===== src/rtl/decode_issue_queue_pkg.sv =====
// Shared types for the decode issue queue: opcode/funct codes, ALU and writeback encodings,
// and the packed control word carried on out_ctrl.
package decode_issue_queue_pkg;

  localparam logic [5:0] OpSpecial = 6'h00;
  localparam logic [5:0] OpJ       = 6'h02;
  localparam logic [5:0] OpJal     = 6'h03;
  localparam logic [5:0] OpBeq     = 6'h04;
  localparam logic [5:0] OpBne     = 6'h05;
  localparam logic [5:0] OpAddi    = 6'h08;
  localparam logic [5:0] OpAddiu   = 6'h09;
  localparam logic [5:0] OpSlti    = 6'h0A;
  localparam logic [5:0] OpSltiu   = 6'h0B;
  localparam logic [5:0] OpAndi    = 6'h0C;
  localparam logic [5:0] OpOri     = 6'h0D;
  localparam logic [5:0] OpXori    = 6'h0E;
  localparam logic [5:0] OpLui     = 6'h0F;
  localparam logic [5:0] OpCop0    = 6'h10;
  localparam logic [5:0] OpLb      = 6'h20;
  localparam logic [5:0] OpLh      = 6'h21;
  localparam logic [5:0] OpLw      = 6'h23;
  localparam logic [5:0] OpLbu     = 6'h24;
  localparam logic [5:0] OpLhu     = 6'h25;
  localparam logic [5:0] OpSb      = 6'h28;
  localparam logic [5:0] OpSh      = 6'h29;
  localparam logic [5:0] OpSw      = 6'h2B;

  localparam logic [5:0] FnSll     = 6'h00;
  localparam logic [5:0] FnSrl     = 6'h02;
  localparam logic [5:0] FnSra     = 6'h03;
  localparam logic [5:0] FnSllv    = 6'h04;
  localparam logic [5:0] FnSrlv    = 6'h06;
  localparam logic [5:0] FnSrav    = 6'h07;
  localparam logic [5:0] FnJr      = 6'h08;
  localparam logic [5:0] FnJalr    = 6'h09;
  localparam logic [5:0] FnSyscall = 6'h0C;
  localparam logic [5:0] FnAdd     = 6'h20;
  localparam logic [5:0] FnAddu    = 6'h21;
  localparam logic [5:0] FnSub     = 6'h22;
  localparam logic [5:0] FnSubu    = 6'h23;
  localparam logic [5:0] FnAnd     = 6'h24;
  localparam logic [5:0] FnOr      = 6'h25;
  localparam logic [5:0] FnXor     = 6'h26;
  localparam logic [5:0] FnNor     = 6'h27;
  localparam logic [5:0] FnSlt     = 6'h2A;
  localparam logic [5:0] FnSltu    = 6'h2B;
  localparam logic [5:0] FnEret    = 6'h18;

  localparam logic [4:0] Cp0Mf     = 5'h00;
  localparam logic [4:0] Cp0Mt     = 5'h04;
  localparam logic [4:0] Cp0Co     = 5'h10;

  typedef enum logic [3:0] {
    AluPlus, AluMinus, AluAnd, AluOr, AluXor, AluNor,
    AluSlt, AluSltu, AluSll, AluSrl, AluSra, AluLui
  } aluOp_e;

  typedef enum logic [1:0] {DstRt, DstRd, DstRa} regDest_e;
  typedef enum logic [1:0] {WbAlu, WbMem, WbPc8, WbCp0} wbSrc_e;
  typedef enum logic [1:0] {MemByte, MemHalf, MemWord} memLen_e;

  typedef struct packed {
    aluOp_e     aluOp;
    logic       aluSrcA;     // 1: shamt instead of rs
    logic       aluSrcB;     // 1: extended immediate instead of rt
    logic       extOp;       // 1: sign-extend immediate
    regDest_e   regDest;
    wbSrc_e     writeRegSrc;
    memLen_e    memLen;
    logic       memSigned;
    logic       readMem;
    logic       writeMem;
    logic       writeReg;
    logic       jmp;
    logic       jr;
    logic       link;
    logic       branch;
    logic       cp0Read;
    logic       cp0Write;
    logic       eret;
    logic       syscall;
    logic       illegal;
    logic [4:0] dest;        // resolved destination, 0 when nothing is written
  } ctrl_t;

  localparam int unsigned CTRL_W = $bits(ctrl_t);

endpackage


===== src/rtl/decode_issue_queue_decode_core.sv =====
// Combinational instruction decoder: instruction word to control word plus the
// source-register usage flags needed by the load-use interlock.
module decode_issue_queue_decode_core
  import decode_issue_queue_pkg::*;
(
  input  logic [31:0] ins,
  output ctrl_t       ctrl,
  output logic        usesRs,
  output logic        usesRt
);

  logic [5:0] op;
  logic [5:0] funct;
  logic [4:0] rs;
  logic [4:0] rt;
  logic [4:0] rd;

  assign op    = ins[31:26];
  assign rs    = ins[25:21];
  assign rt    = ins[20:16];
  assign rd    = ins[15:11];
  assign funct = ins[5:0];

  assign usesRs = !((op == OpJ) || (op == OpJal) || (op == OpLui) || (ins == 32'h0) ||
                    ((op == OpSpecial) && ((funct == FnSll) || (funct == FnSrl) ||
                                           (funct == FnSra))));
  assign usesRt = (op == OpSpecial) || (op == OpBeq) || (op == OpBne) ||
                  (op == OpSb) || (op == OpSh) || (op == OpSw);

  always_comb begin
    ctrl = '0;
    case (op)
      OpSpecial: begin
        ctrl.regDest  = DstRd;
        ctrl.writeReg = 1'b1;
        case (funct)
          FnSll:          begin ctrl.aluOp = AluSll; ctrl.aluSrcA = 1'b1; end
          FnSrl:          begin ctrl.aluOp = AluSrl; ctrl.aluSrcA = 1'b1; end
          FnSra:          begin ctrl.aluOp = AluSra; ctrl.aluSrcA = 1'b1; end
          FnSllv:         ctrl.aluOp = AluSll;
          FnSrlv:         ctrl.aluOp = AluSrl;
          FnSrav:         ctrl.aluOp = AluSra;
          FnJr:           begin ctrl.writeReg = 1'b0; ctrl.jmp = 1'b1; ctrl.jr = 1'b1; end
          FnJalr: begin
            ctrl.jmp         = 1'b1;
            ctrl.jr          = 1'b1;
            ctrl.link        = 1'b1;
            ctrl.writeRegSrc = WbPc8;
          end
          FnSyscall:      begin ctrl.writeReg = 1'b0; ctrl.syscall = 1'b1; end
          FnAdd, FnAddu:  ctrl.aluOp = AluPlus;
          FnSub, FnSubu:  ctrl.aluOp = AluMinus;
          FnAnd:          ctrl.aluOp = AluAnd;
          FnOr:           ctrl.aluOp = AluOr;
          FnXor:          ctrl.aluOp = AluXor;
          FnNor:          ctrl.aluOp = AluNor;
          FnSlt:          ctrl.aluOp = AluSlt;
          FnSltu:         ctrl.aluOp = AluSltu;
          default:        ctrl.illegal = 1'b1;
        endcase
      end
      OpJ:   ctrl.jmp = 1'b1;
      OpJal: begin
        ctrl.jmp         = 1'b1;
        ctrl.link        = 1'b1;
        ctrl.writeReg    = 1'b1;
        ctrl.regDest     = DstRa;
        ctrl.writeRegSrc = WbPc8;
      end
      OpBeq, OpBne: begin
        ctrl.branch = 1'b1;
        ctrl.aluOp  = AluMinus;
        ctrl.extOp  = 1'b1;
      end
      OpAddi, OpAddiu, OpSlti, OpSltiu: begin
        ctrl.writeReg = 1'b1;
        ctrl.aluSrcB  = 1'b1;
        ctrl.extOp    = 1'b1;
        ctrl.aluOp    = (op == OpSlti) ? AluSlt : (op == OpSltiu) ? AluSltu : AluPlus;
      end
      OpAndi, OpOri, OpXori, OpLui: begin
        ctrl.writeReg = 1'b1;
        ctrl.aluSrcB  = 1'b1;
        ctrl.aluOp    = (op == OpAndi) ? AluAnd : (op == OpOri) ? AluOr :
                        (op == OpXori) ? AluXor : AluLui;
      end
      OpCop0: begin
        if (rs == Cp0Mf) begin
          ctrl.cp0Read     = 1'b1;
          ctrl.writeReg    = 1'b1;
          ctrl.writeRegSrc = WbCp0;
        end else if (rs == Cp0Mt) begin
          ctrl.cp0Write = 1'b1;
        end else if ((rs == Cp0Co) && (funct == FnEret)) begin
          ctrl.eret = 1'b1;
        end else begin
          ctrl.illegal = 1'b1;
        end
      end
      OpLb, OpLh, OpLw, OpLbu, OpLhu: begin
        ctrl.readMem     = 1'b1;
        ctrl.writeReg    = 1'b1;
        ctrl.aluSrcB     = 1'b1;
        ctrl.extOp       = 1'b1;
        ctrl.writeRegSrc = WbMem;
        ctrl.memSigned   = (op == OpLb) || (op == OpLh);
        ctrl.memLen      = (op == OpLw) ? MemWord :
                           ((op == OpLh) || (op == OpLhu)) ? MemHalf : MemByte;
      end
      OpSb, OpSh, OpSw: begin
        ctrl.writeMem = 1'b1;
        ctrl.aluSrcB  = 1'b1;
        ctrl.extOp    = 1'b1;
        ctrl.memLen   = (op == OpSw) ? MemWord : (op == OpSh) ? MemHalf : MemByte;
      end
      default: ctrl.illegal = 1'b1;
    endcase

    // An illegal instruction must have no architectural side effects downstream.
    if (ctrl.illegal) begin
      ctrl         = '0;
      ctrl.illegal = 1'b1;
    end else if (ctrl.writeReg) begin
      case (ctrl.regDest)
        DstRd:   ctrl.dest = rd;
        DstRa:   ctrl.dest = 5'd31;
        default: ctrl.dest = rt;
      endcase
    end
  end

endmodule


===== src/rtl/decode_issue_queue.sv =====
// Buffered decoder between fetch and execute: FIFO of fetched words, decode of the head,
// registered output stage, load-use interlock, flush and sticky halt.
module decode_issue_queue
  import decode_issue_queue_pkg::*;
#(
  parameter int unsigned DEPTH        = 4,
  parameter int unsigned PC_W         = 32,
  parameter bit          HALT_ON_LAST = 1'b1
) (
  input  logic                     clk,
  input  logic                     rst,
  input  logic                     in_valid,
  output logic                     in_ready,
  input  logic [31:0]              in_ins,
  input  logic [PC_W-1:0]          in_pc,
  input  logic                     flush,
  output logic                     out_valid,
  input  logic                     out_ready,
  output logic [31:0]              out_ins,
  output logic [PC_W-1:0]          out_pc,
  output logic [CTRL_W-1:0]        out_ctrl,
  output logic [$clog2(DEPTH):0]   occupancy,
  output logic                     hazard_stall,
  output logic                     halted
);

  localparam int unsigned AW     = $clog2(DEPTH);
  localparam logic [AW:0] PtrOne = {{AW{1'b0}}, 1'b1};

  logic [31:0]     insMem [DEPTH];
  logic [PC_W-1:0] pcMem  [DEPTH];

  logic [AW:0]     wrPtr_q, wrPtr_d;
  logic [AW:0]     rdPtr_q, rdPtr_d;
  logic            outValid_q, outValid_d;
  logic [31:0]     outIns_q, outIns_d;
  logic [PC_W-1:0] outPc_q, outPc_d;
  ctrl_t           outCtrl_q, outCtrl_d;
  logic            halted_q, halted_d;

  logic            empty, full, push, free, load, hazard;
  logic [31:0]     headIns;
  logic [PC_W-1:0] headPc;
  ctrl_t           headCtrl;
  logic            headUsesRs, headUsesRt;

  // Extra pointer MSB distinguishes full from empty when the index bits match.
  assign empty     = (wrPtr_q == rdPtr_q);
  assign full      = (wrPtr_q[AW] != rdPtr_q[AW]) && (wrPtr_q[AW-1:0] == rdPtr_q[AW-1:0]);
  assign occupancy = wrPtr_q - rdPtr_q;
  assign in_ready  = !full;
  assign push      = in_valid & in_ready & !flush;

  assign headIns = insMem[rdPtr_q[AW-1:0]];
  assign headPc  = pcMem[rdPtr_q[AW-1:0]];

  decode_issue_queue_decode_core uDecode (
    .ins    (headIns),
    .ctrl   (headCtrl),
    .usesRs (headUsesRs),
    .usesRt (headUsesRt)
  );

  // Staged load whose result a head source needs; holding the head one cycle lets it drain.
  assign hazard = outValid_q & outCtrl_q.readMem & outCtrl_q.writeReg &
                  (outCtrl_q.dest != 5'd0) &
                  ((headUsesRs & (headIns[25:21] == outCtrl_q.dest)) |
                   (headUsesRt & (headIns[20:16] == outCtrl_q.dest)));

  assign free         = !outValid_q | out_ready;
  assign load         = free & !empty & !hazard & !halted_q & !flush;
  assign hazard_stall = hazard & free & !empty;

  always_comb begin
    wrPtr_d = wrPtr_q;
    rdPtr_d = rdPtr_q;
    if (flush) begin
      wrPtr_d = '0;
      rdPtr_d = '0;
    end else begin
      if (push) wrPtr_d = wrPtr_q + PtrOne;
      if (load) rdPtr_d = rdPtr_q + PtrOne;
    end
  end

  always_comb begin
    outValid_d = outValid_q;
    outIns_d   = outIns_q;
    outPc_d    = outPc_q;
    outCtrl_d  = outCtrl_q;
    halted_d   = halted_q;
    if (flush) begin
      outValid_d = 1'b0;
      halted_d   = 1'b0;
    end else if (load) begin
      outValid_d = 1'b1;
      outIns_d   = headIns;
      outPc_d    = headPc;
      outCtrl_d  = headCtrl;
      if (HALT_ON_LAST && (headIns == 32'hFFFF_FFFF)) halted_d = 1'b1;
    end else if (free) begin
      outValid_d = 1'b0;
    end
  end

  always_ff @(posedge clk) begin
    if (push) begin
      insMem[wrPtr_q[AW-1:0]] <= in_ins;
      pcMem[wrPtr_q[AW-1:0]]  <= in_pc;
    end
  end

  always_ff @(posedge clk) begin
    if (rst) begin
      wrPtr_q    <= '0;
      rdPtr_q    <= '0;
      outValid_q <= 1'b0;
      outIns_q   <= '0;
      outPc_q    <= '0;
      outCtrl_q  <= '0;
      halted_q   <= 1'b0;
    end else begin
      wrPtr_q    <= wrPtr_d;
      rdPtr_q    <= rdPtr_d;
      outValid_q <= outValid_d;
      outIns_q   <= outIns_d;
      outPc_q    <= outPc_d;
      outCtrl_q  <= outCtrl_d;
      halted_q   <= halted_d;
    end
  end

  assign out_valid = outValid_q;
  assign out_ins   = outIns_q;
  assign out_pc    = outPc_q;
  assign out_ctrl  = outCtrl_q;
  assign halted    = halted_q;

endmodule

===== config.mk =====
export PLATFORM = sky130hd
export DESIGN_NAME = decode_issue_queue
export DESIGN_NICKNAME = d
export VERILOG_FILES = /design/src/rtl/decode_issue_queue_pkg.sv /design/src/rtl/decode_issue_queue_decode_core.sv /design/src/rtl/decode_issue_queue.sv
export SDC_FILE = /design/constraint.sdc
export NUM_CORES = 1
export LEC_CHECK = 0
export CORE_MARGIN = 2
export CORE_UTILIZATION = 30
export CTS_CLUSTER_DIAMETER = 30
export CTS_CLUSTER_SIZE = 8
export DETAILED_ROUTE_END_ITERATION = 6
export PLACE_DENSITY = 0.53
export SLEW_MARGIN = 10
export SYNTH_ARGS = -nofsm -noshare
export SYNTH_HDL_FRONTEND = slang
export SYNTH_HIERARCHICAL = 1
export SYNTH_SLANG_ARGS = --single-unit

===== constraint.sdc =====
create_clock -name clk -period 6.95 [get_ports clk]
set_input_delay 1.39 -clock clk [delete_from_list [all_inputs] [get_ports clk]]
set_output_delay 1.39 -clock clk [all_outputs]
set_load 0.02 [all_outputs]

==> results summary, run 1 <==
The run finished with clean final reports. The initial antenna violation count is 2. The biggest fanout along the worst timing path is 20.

No sink is reached through more buffers than the 3 on the longest clock path. The number of nets in the synthesized netlist is 1095. The critical setup path kind is reg -> out. Of the total power, registers draw 0.369. The final-report max-slew violation count is 0.

The simple-gate portion of the synthesized area came out at 0.0803. The xor and xnor fraction of the mapped netlist area came out at 0.00908. The post-synthesis share of cell area spent on full adders, half adders and majority gates is 0.0100. The portion of the clock cycle consumed by the worst path in the final layout is 0.777. The worst hold path belongs to the class reg -> reg. After clock tree synthesis, the clock-pin slew on the worst setup and hold paths is 0.05 ns. The cell depth of the worst min-delay path came out at 2.

Data arrives at the worst endpoint at 4.01 ns. The pre-antenna-repair detailed-routing pass consisted of 6 iterations. The routed wirelength normalized by instance count came out at 21.3 µm. For the final database, setup skew stands at 0.0309 ns. The post-synthesis sequential area ratio is 0.676. The core area is 47600 µm².

The capturing element type of the critical path is a primary output. Measured against its own limit, the worst slew margin works out to 0.198. The mean number of vias per cell is 5.09. The detailed router placed 9551 vias in this run. The number of setup buffers added after CTS is 0.

For this configuration, the core starts out at a cell density of 0.304. The capturing point of the worst reg2reg path is out_ctrl[19]. The peak ir drop on the vdd network came out at 167 µV.

The number of nets in the final layout is 1278. The number of warning messages in the yosys log is 6. The area enclosed by the die boundary came out at 50000 µm². Setup repair after global routing left no endpoint under its margin. The accumulated negative setup slack is 0 ns.

The sequential cells in the finished layout cover a total of 9790 µm². By area, the combinational part of the netlist is dominated by multiplexers. The proportion of synthesized area in mux cells came out at 0.102. In this run the most critical hold path is launched from out_ins[9]. Once detail routing completed, the nets flagged for antenna violations numbered 0. The global route total overflow is 0. Measured along the x axis, the die boundary spans 224 µm. The height of the die is 224 µm.

The clock reaches the later pin of the worst-skew pair after 0.60 ns. The worst reg-to-reg path cell count came out at 10. The count of input and output buffers is 170. The number of fill cells in the layout came out at 4446. The I/O pin total came out at 171. The power density relative to cell area is 330 nW/µm².

The half-perimeter wire length after placement came out at 24900 µm. The post-synthesis cell count is 1015. The clock tree from TritonCTS is yes. The area of the multi-input gates came out at 4290 µm². The primary flip-flop cell chosen by synthesis mapping is edfxtp_1.

The violation count after the first detailed-route iteration is 702. The clock root buffer master is clkbuf_16. The core utilization of the finished layout came out at 0.408.

For the pin with the worst max-slew slack, the measured transition is 1.20 ns. From synthesis to final layout, the design area changed by 34.5%. The number of distinct library cells after synthesis is 57.

The area of the mapped netlist is 14500 µm². The synthesis-stage register bit count came out at 361. The post-synthesis compound-gate area fraction came out at 0.0920. The pin count of the biggest net entering global routing came out at 101.

The clock tree synthesis step divided the H-tree into 3 levels. The internal power summed over all cells is 0.00508 W. The ratio of cells with drive above 1 in the final layout is 0.182.

The number of global-route vias before repair came out at 9817. The clock period minus final worst setup slack is 5.40 ns. The post-cts hold buffer count is 0. The relative contribution of combinational cells to total power came out at 0.045.

The number of gates resized after cts came out at 0. The total count of hold-check failures in the final report is 0. The portion of total power attributed to the clock network is 0.587. In this run the power spent charging and discharging nets is 0.00135 W. Across every metal layer, demand over resource in global routing totals 0.160.

The fraction of registers with async set or reset after synthesis came out at 0. The setup violation total in the final timing report came out at 0. Across the run, the number of max-cap violations was 0. The wire length of the first global-routing pass came out at 60200 µm. The number of rows created at floorplan is 80. The post-synthesis average cell area is 14.3 µm². Wires add up to 39900 µm. The leakage component of the power is 6.20 nW. The internal reg-to-reg setup slack is 2.75 ns. In this run, CTS created clock tree buffers numbering 78. Timing would allow up to 0.185 GHz. The count of flip-flops with a built-in enable after synthesis is 256.

The number of DRC violations after detailed routing came out at 0. Clock tree synthesis found a total of 361 sinks. STA classifies the critical path startpoint as a flop. The required time of the critical path is 5.56 ns. The routability congestion estimate from global placement came out at 0.858.

The switching share of total power came out at 0.209. The worst hold path terminates at out_ins[9].
[state kept, by name, summed over array words and instances, names as in the netlist, named ones only]
| signal | count |
|---|---|
| halted | 1 |
| insMem | 128 |
| out_ctrl | 31 |
| out_ins | 32 |
| out_pc | 32 |
| out_valid | 1 |
| pcMem | 128 |
| rdPtr_q | 3 |
| wrPtr_q | 3 |
[through the flow]
| stage | std cells | hold slack [ns] | power, W | setup slack [ns] | area [µm²] |
|---|---|---|---|---|---|
| after floorplan | 1015 | 0.464 | 0.00256 | 2.60 | 14500 |
| after global placement | 1733 | 0.468 | 0.00269 | 2.09 | 16700 |
| after detailed placement | 1733 | 0.470 | 0.00270 | 2.08 | 16700 |
| after CTS | 1877 | 0.476 | 0.00650 | 1.44 | 19500 |
| after global routing | 1878 | 0.501 | 0.00663 | 1.25 | 19500 |
| final | 1878 | 0.471 | 0.00643 | 1.55 | 19500 |
[synthesized netlist by cell type (5+ instances only)]
| library cell | instances | share of area |
|---|---|---|
| dfxtp_1 | 105 | 0.15 |
| nand3_1 | 105 | 0.036 |
| nor3_1 | 13 | 0.0045 |
| o21ai_0 | 69 | 0.024 |
| ha_1 | 10 | 0.0086 |
| buf_4 | 5 | 0.0026 |
| edfxtp_1 | 256 | 0.53 |
| o21ai_1 | 40 | 0.014 |
| nand2_1 | 16 | 0.0042 |
| a31oi_1 | 6 | 0.0026 |
| buf_2 | 14 | 0.0048 |
| a21oi_1 | 111 | 0.038 |
| xnor2_1 | 15 | 0.0091 |
| nor2b_1 | 6 | 0.0026 |
| clkbuf_1 | 53 | 0.014 |
| nand4_1 | 14 | 0.0061 |
| nor4_1 | 5 | 0.0022 |
| nand2b_1 | 7 | 0.0030 |
| mux4_2 | 64 | 0.10 |
| nor2_1 | 25 | 0.0065 |
| inv_1 | 12 | 0.0031 |
| buf_1 | 5 | 0.0013 |
[area by class of cell]
class | instances | share of cell area
sequential | 361 | 0.503
multi-input combinational | 557 | 0.220
clock buffer | 98 | 0.109
timing repair buffer | 184 | 0.0927
tap | 615 | 0.0395
clock inverter | 46 | 0.0320
inverter | 16 | 0.00309
antenna | 1 | 0.000129
[power by group through the flow]
stage          Combinational (W)  Clock (W)  Sequential, W
4_1_cts                 0.000290    0.00383        0.00237
6_report                0.000287    0.00377        0.00237
3_5_place_dp            0.000289          0        0.00241
2_1_floorplan           0.000134          0        0.00242
3_3_place_gp            0.000286          0        0.00241
5_1_grt                 0.000311    0.00394        0.00237
[kinds of logic after synthesis]
family          Yosys count
flops                   361
compound gates          247
simple gates            216
buf+inv                  97
mux                      68
xor+xnor                 15
fa+ha+maj                11
[cell usage in the layout, fill, tap and decap left out, drive strengths merged, types with 10 or more instances in the layout]
cell             n
clkbuf          98
a21oi          112
edfxtp         256
mux4            64
nor3            14
inv             20
bufinv          12
clkinvlp        11
buf             15
nand3          105
dfxtp          105
o21ai          109
nand2           16
nor2            25
clkdlybuf4s50  169
ha              10
nand4           14
clkinv          19
xnor2           15
[routing by layer]
metal | track usage | share of wire | up-vias
met5 | 0 | 0.00028 | -
met3 | 0.0383 | 0.055 | 64
met2 | 0.254 | 0.48 | 296
li1 | - | - | 4340
met1 | 0.212 | 0.45 | 4849
met4 | 0.0647 | 0.024 | 2
[worst max-delay path: stages, from the launching register on]
cell and delay (ns):
dfxtp_1 0.86, mux4_2 0.63, nor2b_1 0.26, nor2_1 0.12, a31oi_1 0.10, nor2_1 0.17
nand3_1 0.09, o22ai_1 0.34, nor2b_1 0.18, clkdlybuf4s50_1 0.66
[how the worst max path moves through the flow]
| stage | startpoint | to |
|---|---|---|
| after CTS | flop | hazard_stall |
| final | flop | hazard_stall |
| after global routing | flop | hazard_stall |
| after floorplan | flop | hazard_stall |
| after detailed placement | flop | hazard_stall |
| after global placement | flop | hazard_stall |
(Power assumes the default switching activity.)
==> run 2, diff against run 1 <==
Clock period 6.95 ns to 5.2 ns, I/O delays scaled along.
==> results summary, run 2 (synthesis results as in run 1) <==
Setup repair after global routing left no endpoint under its margin. Traced cell by cell, the critical path runs through buf_4, mux4_2, nand2b_1, a31oi_1, o21ai_1, nand2_1, nand3_1, o22ai_1, nor2b_1, clkdlybuf4s50_1. Global routing finished with a remaining overflow of 0. The die is 224 µm wide. The commonest non-fill, non-tap cell in the layout is edfxtp_1. Total power for the finished layout comes to 0.00855 W.

The region available for standard cell placement spans 47600 µm². Setup violations remaining at the end of the flow were counted as 0. The leakage component of the power is 6.22 nW. TritonCTS built the clock tree. The data arrival time at the worst-slack endpoint is 3.89 ns. The HPWL after detailed placement is 24600 µm. The via total after detailed routing came out at 9525. The layout overhead on the synthesized area is 34.8%. The routed wirelength normalized by instance count is 21.2 µm. The cell family contributing the most delay on the critical path is buffers and inverters. The biggest fanout along the worst timing path is 11. The ratio of cells with drive above 1 in the final layout is 0.188. The total count of hold-check failures in the final report is 0. The cell sitting at the root of the clock tree is a clkbuf_16. The post-cts hold buffer count is 0. The number of global-route vias before repair is 9814.

The overall global routing resource usage is 0.160. The critical path contains buffers and inverters numbering 2 combined. For this design the ratio of total power to cell area is 439 nW/µm². The number of rows created at floorplan came out at 80. The I/O pin total is 171. The met3 layer wire length in the routed design is 2430 µm. Entering global routing, the biggest net connects 101 pins. The final cell area excluding filler cells came out at 19500 µm². In the final routing, the length of wire on met1 measures 17500 µm. The count of input and output buffers is 170. The final-report max-slew violation count was 0.

The total wire length after detailed routing is 39900 µm. The clock sink total is 361. The maximum clock frequency is 0.203 GHz. The die covers 50000 µm². The accumulated negative setup slack is 0 ns. The height of the die is 224 µm. The first global-routing pass estimated 59800 µm of wire. The highest routing layer actually used is met5.

Summing all placed instances gives a cell area of 16800 µm². The met2 wire length came out at 19100 µm. The top cell types in the final layout, fill and taps aside, are edfxtp_1, clkdlybuf4s50_1, a21oi_1. In this run the remaining antenna-violating nets after routing total 0. The clock arrives with 0.0320 ns of skew. The number of gates resized after cts came out at 0. Counting tap cells, the placed design contains a total of 1737 instances. The worst-case clock buffer depth is 3.

The violation count after the first detailed-route iteration is 807. The length of the first detailed-routing pass in iterations is 5. The initial core utilization is 0.304. The portion of the clock cycle consumed by the worst path in the final layout is 0.948. The final hold slack came out at 0.471 ns. STA classifies the critical path startpoint as a flop.

STA classifies the critical path endpoint as a primary output. The clock period minus final worst setup slack is 4.93 ns. The run finished with clean final reports. The worst setup path is of the reg -> out kind.

The number of setup buffers added after CTS came out at 0. The initial antenna violation count came out at 2. Data on the critical path is required at its endpoint by 4.16 ns. VDD sags by at most 247 µV. The number of nets in the final layout is 1282. In this run the number of H-tree levels came out at 3. Using the TritonRoute via totals, the vias-per-cell ratio works out to 5.06.

The classification of the worst-slack hold path is reg -> reg. The cell at the slowest stage of the critical path is clkdlybuf4s50_1. The worst pin sits at a relative slew slack of 0.228. The latest clock arrival within the worst-skew pair came out at 0.61 ns.

Max-cap violations in this run came to 0. After detailed routing, the number of remaining DRC violations is 0. The number of buffers created by CTS is 78. The routability congestion estimate from global placement is 0.823.

The highest cell delay on the worst timing path is 0.68 ns. The transition time of the tightest slew-check pin is 1.16 ns. The non-filler instance count after layout is 1883. The clock-pin slew on the worst setup and hold paths is 0.05 ns.
run 2: cell count changes in the layout (fill, tap and decap cells not counted), sizes merged:
| cell | before | now |
|---|---|---|
| clkinv | 19 | 26 |
| buf | 15 | 19 |
| bufinv | 12 | 10 |
| inv | 20 | 18 |
| clkbuf | 98 | 97 |
| clkinvlp | 11 | 10 |
run 2: layout make-up:
class,count,area (µm²)
Timing Repair Buffer,188,1850
Multi-Input combinational cell,557,4290
Sequential cell,361,9800
Clock inverter,48,644
Clock buffer,97,2090
Tap cell,615,769
Fill cell,4419,28100
Antenna cell,1,2.50
Inverter,16,60.1
run 2: path summary, 6_finish.rpt:
path / startpoint / endpoint / slack (ns) / cells after the start
worst max register to register: flop / out_ctrl[28] / 1.46 / 11
worst min-delay path: out_ctrl[24] / out_ctrl[24] / 0.47 / 2
worst max-delay path: flop / hazard_stall / 0.27 / 10
worst min register to register: out_ctrl[24] / out_ctrl[24] / 0.47 / 2
run 2: worst reg2reg max path: stages, from the launching register on:
cell	delay (ns)
dfxtp_1	0.65
buf_4	0.26
mux4_2	0.45
nand2b_1	0.23
a31oi_1	0.18
o21ai_1	0.08
nand2_1	0.14
nand3_1	0.18
o22ai_4	0.41
buf_4	0.64
o21ai_0	0.23
a21oi_1	0.22
run 2: power by group:
group / switching, W / internal [W]
clock: 0.00162 / 0.00338
sequential: 0.0000229 / 0.00315
combinational: 0.000226 / 0.000158
run 2: stage by stage:
step,utilization,setup slack [ns]
after floorplan,-,1.20
after global placement,0.352,0.775
after detailed placement,0.352,0.686
after CTS,0.409,0.0675
after global routing,0.409,0.0325
final,0.409,0.270
run 2: per-layer routing:
| metal | global-route usage | up-vias |
|---|---|---|
| li1 | - | 4359 |
| met1 | 0.208 | 4804 |
| met2 | 0.256 | 296 |
| met3 | 0.0411 | 62 |
| met4 | 0.0630 | 4 |
| met5 | 0 | - |
==> run 3, diff against run 2 <==
Settings changed: CORE_MARGIN 2 to default.
==> results summary, run 3 (synthesis results as in run 1) <==
The fraction of power consumed by sequential logic is 0.357. Counting both buffers and inverters, the worst setup path holds a total of 2. The worst-case clock buffer depth came out at 3. The worst setup path is captured at a primary output.

The maximum clock frequency came out at 0.203 GHz. The total count of hold-check failures in the final report came out at 0. The via total after detailed routing came out at 9540. In this run the horizontal extent of the chip is 222 µm. The classification of the worst-slack hold path is reg -> reg. Leaving out fill and tap cells, the most frequent cells in the layout are edfxtp_1, clkdlybuf4s50_1, a21oi_1. The ratio of cells with drive above 1 in the final layout came out at 0.193.

The pre-antenna-repair detailed-routing pass consisted of 5 iterations. The routability congestion estimate from global placement came out at 0.842. Compared with the post-synthesis result, the final layout area differs by 36.0%.

TritonCTS built the clock tree. Hold is met by 0.474 ns. The initial antenna violation count came to 3.

The total wire length after detailed routing is 40100 µm. The count of input and output buffers is 170. The global route total overflow is 0. The first global-routing pass estimated 61100 µm of wire. The clock period minus final worst setup slack is 4.94 ns. The number of diodes added for antenna fixing came out at 0. The flow ran to the end, and the final reports show no timing, DRC or antenna violations.

The mean number of vias per cell is 5.04. The smallest setup slack after layout came out at 0.262 ns. The post-cts hold buffer count is 0. The power density relative to cell area came out at 451 nW/µm². Of the available clock period, the critical path in the final layout requires 0.950. The post-placement cell area is 16700 µm². The highest cell delay on the worst timing path is 0.67 ns. The number of rows created at floorplan is 80.

The biggest fanout along the worst timing path is 14. Dividing the detail-routed wire length by the instance count gives 21.2 µm. The relative contribution of combinational cells to total power came out at 0.043. The number of gates resized after cts came out at 0. The data arrival time at the worst-slack endpoint is 3.90 ns. The area enclosed by the die boundary came out at 49100 µm². Measured on the finished design, the core utilization comes to 0.413.

At the later pin of the worst-skew pair, clock insertion delay measures 0.60 ns. The peak ir drop on the vdd network came out at 215 µV. The half-perimeter wire length after placement is 24500 µm.

The final cell area excluding filler cells came out at 19700 µm². The number of DRC violations after detailed routing came out at 0. Pin placement for this block handled 171 I/O pins. The critical path goes through buf_4, mux4_2, nor3_1, a31oi_1, o21ai_1, nand2_1, nand3_1, o22ai_1, nor2b_1, clkdlybuf4s50_1. The critical setup path kind is reg -> out. Entering global routing, the biggest net connects 101 pins. Clock-pin slew was measured on the worst setup and hold paths at 0.04 ns. The leakage component of the power is 6.33 nW.

The clock sink total came out at 361. The overall global routing resource usage is 0.164. Setup repair after global routing left no endpoint under its margin.

The switching share of total power is 0.214. The remaining antenna violation count is 0. The commonest non-fill, non-tap cell in the layout is edfxtp_1.

The initial core utilization came out at 0.304. The post-place setup slack came out at 0.849 ns. The number of setup buffers added after CTS came out at 0.

The violation count after the first detailed-route iteration is 694. The setup violation total in the final timing report is 0. The number of global-route vias before repair was 10100.

The final-report max-slew violation count came out at 0. The max-capacitance violation count is 0. The cell sitting at the root of the clock tree is a clkbuf_16. The transition time of the tightest slew-check pin came out at 1.16 ns. The number of nets in the final layout is 1287.

The accumulated negative setup slack came out at 0 ns. The internal power summed over all cells came out at 0.00697 W. The slowest stage of the critical path is the mux4_2 cell. The cell family contributing the most delay on the critical path is buffers and inverters.

From bottom edge to top edge, the die measures 222 µm. The worst clock skew came out at 0.0202 ns. The portion of total power attributed to the clock network came out at 0.599. The power spent charging and discharging nets is 0.00190 W.

The worst setup path is launched from a flop. The required time of the critical path is 4.16 ns. The number of buffers created by CTS is 84. Headroom to the max-slew limit came out at 0.230. The core region is 47600 µm². The H-tree generated during clock tree synthesis spans 3 levels.
[run 3: cell types whose count changed in the layout (fill, tap and decap cells not counted), sizes merged]
cell      before  now
buf           19   18
clkinvlp      10    8
clkinv        26   34
bufinv        10   13
diode          1    0
clkbuf        97   99
inv           18   20
[run 3: area by class of cell]
type | instances | area, µm²
fillers | 4373 | 28000
multi-input cells | 557 | 4290
inverters | 16 | 60.1
well taps | 615 | 769
repair buffers | 187 | 1840
clock buffers | 99 | 2190
clock inverters | 59 | 734
flip-flops and latches | 361 | 9790
[run 3: final timing paths]
path,to,depth (start not counted),startpoint,slack (ns)
setup / recovery,hazard_stall,10,flop,0.26
hold / removal,out_ctrl[30],2,out_ctrl[30],0.47
setup reg to reg,out_ctrl[12],10,flop,1.32
hold reg to reg,out_ctrl[30],2,out_ctrl[30],0.47
[run 3: routing by layer]
layer / vias up / global-route usage / share of wire
met5: - / 0 / 0.00052
met4: 4 / 0.0627 / 0.018
met3: 44 / 0.0408 / 0.059
met2: 287 / 0.259 / 0.47
met1: 4850 / 0.217 / 0.45
li1: 4355 / - / -
[run 3: power by group through the flow]
| stage | clock network [W] | logic, W | registers, W |
|---|---|---|---|
| floorplan | 0 | 0.000179 | 0.00324 |
| global placement | 0 | 0.000382 | 0.00322 |
| detailed placement | 0 | 0.000386 | 0.00322 |
| CTS | 0.00542 | 0.000388 | 0.00317 |
| global route | 0.00557 | 0.000415 | 0.00317 |
| finish | 0.00532 | 0.000385 | 0.00317 |
[run 3: metrics by stage]
step,total power (W),cells
detailed placement,0.00361,1736
global placement,0.00360,1736
global route,0.00916,1894
finish,0.00887,1894
CTS,0.00897,1894
floorplan,0.00342,1015
[run 3: worst min-delay path: stages (launching register included)]
cell	delay [ns]
dfxtp_1	0.30
o21ai_0	0.06
a21oi_1	0.06
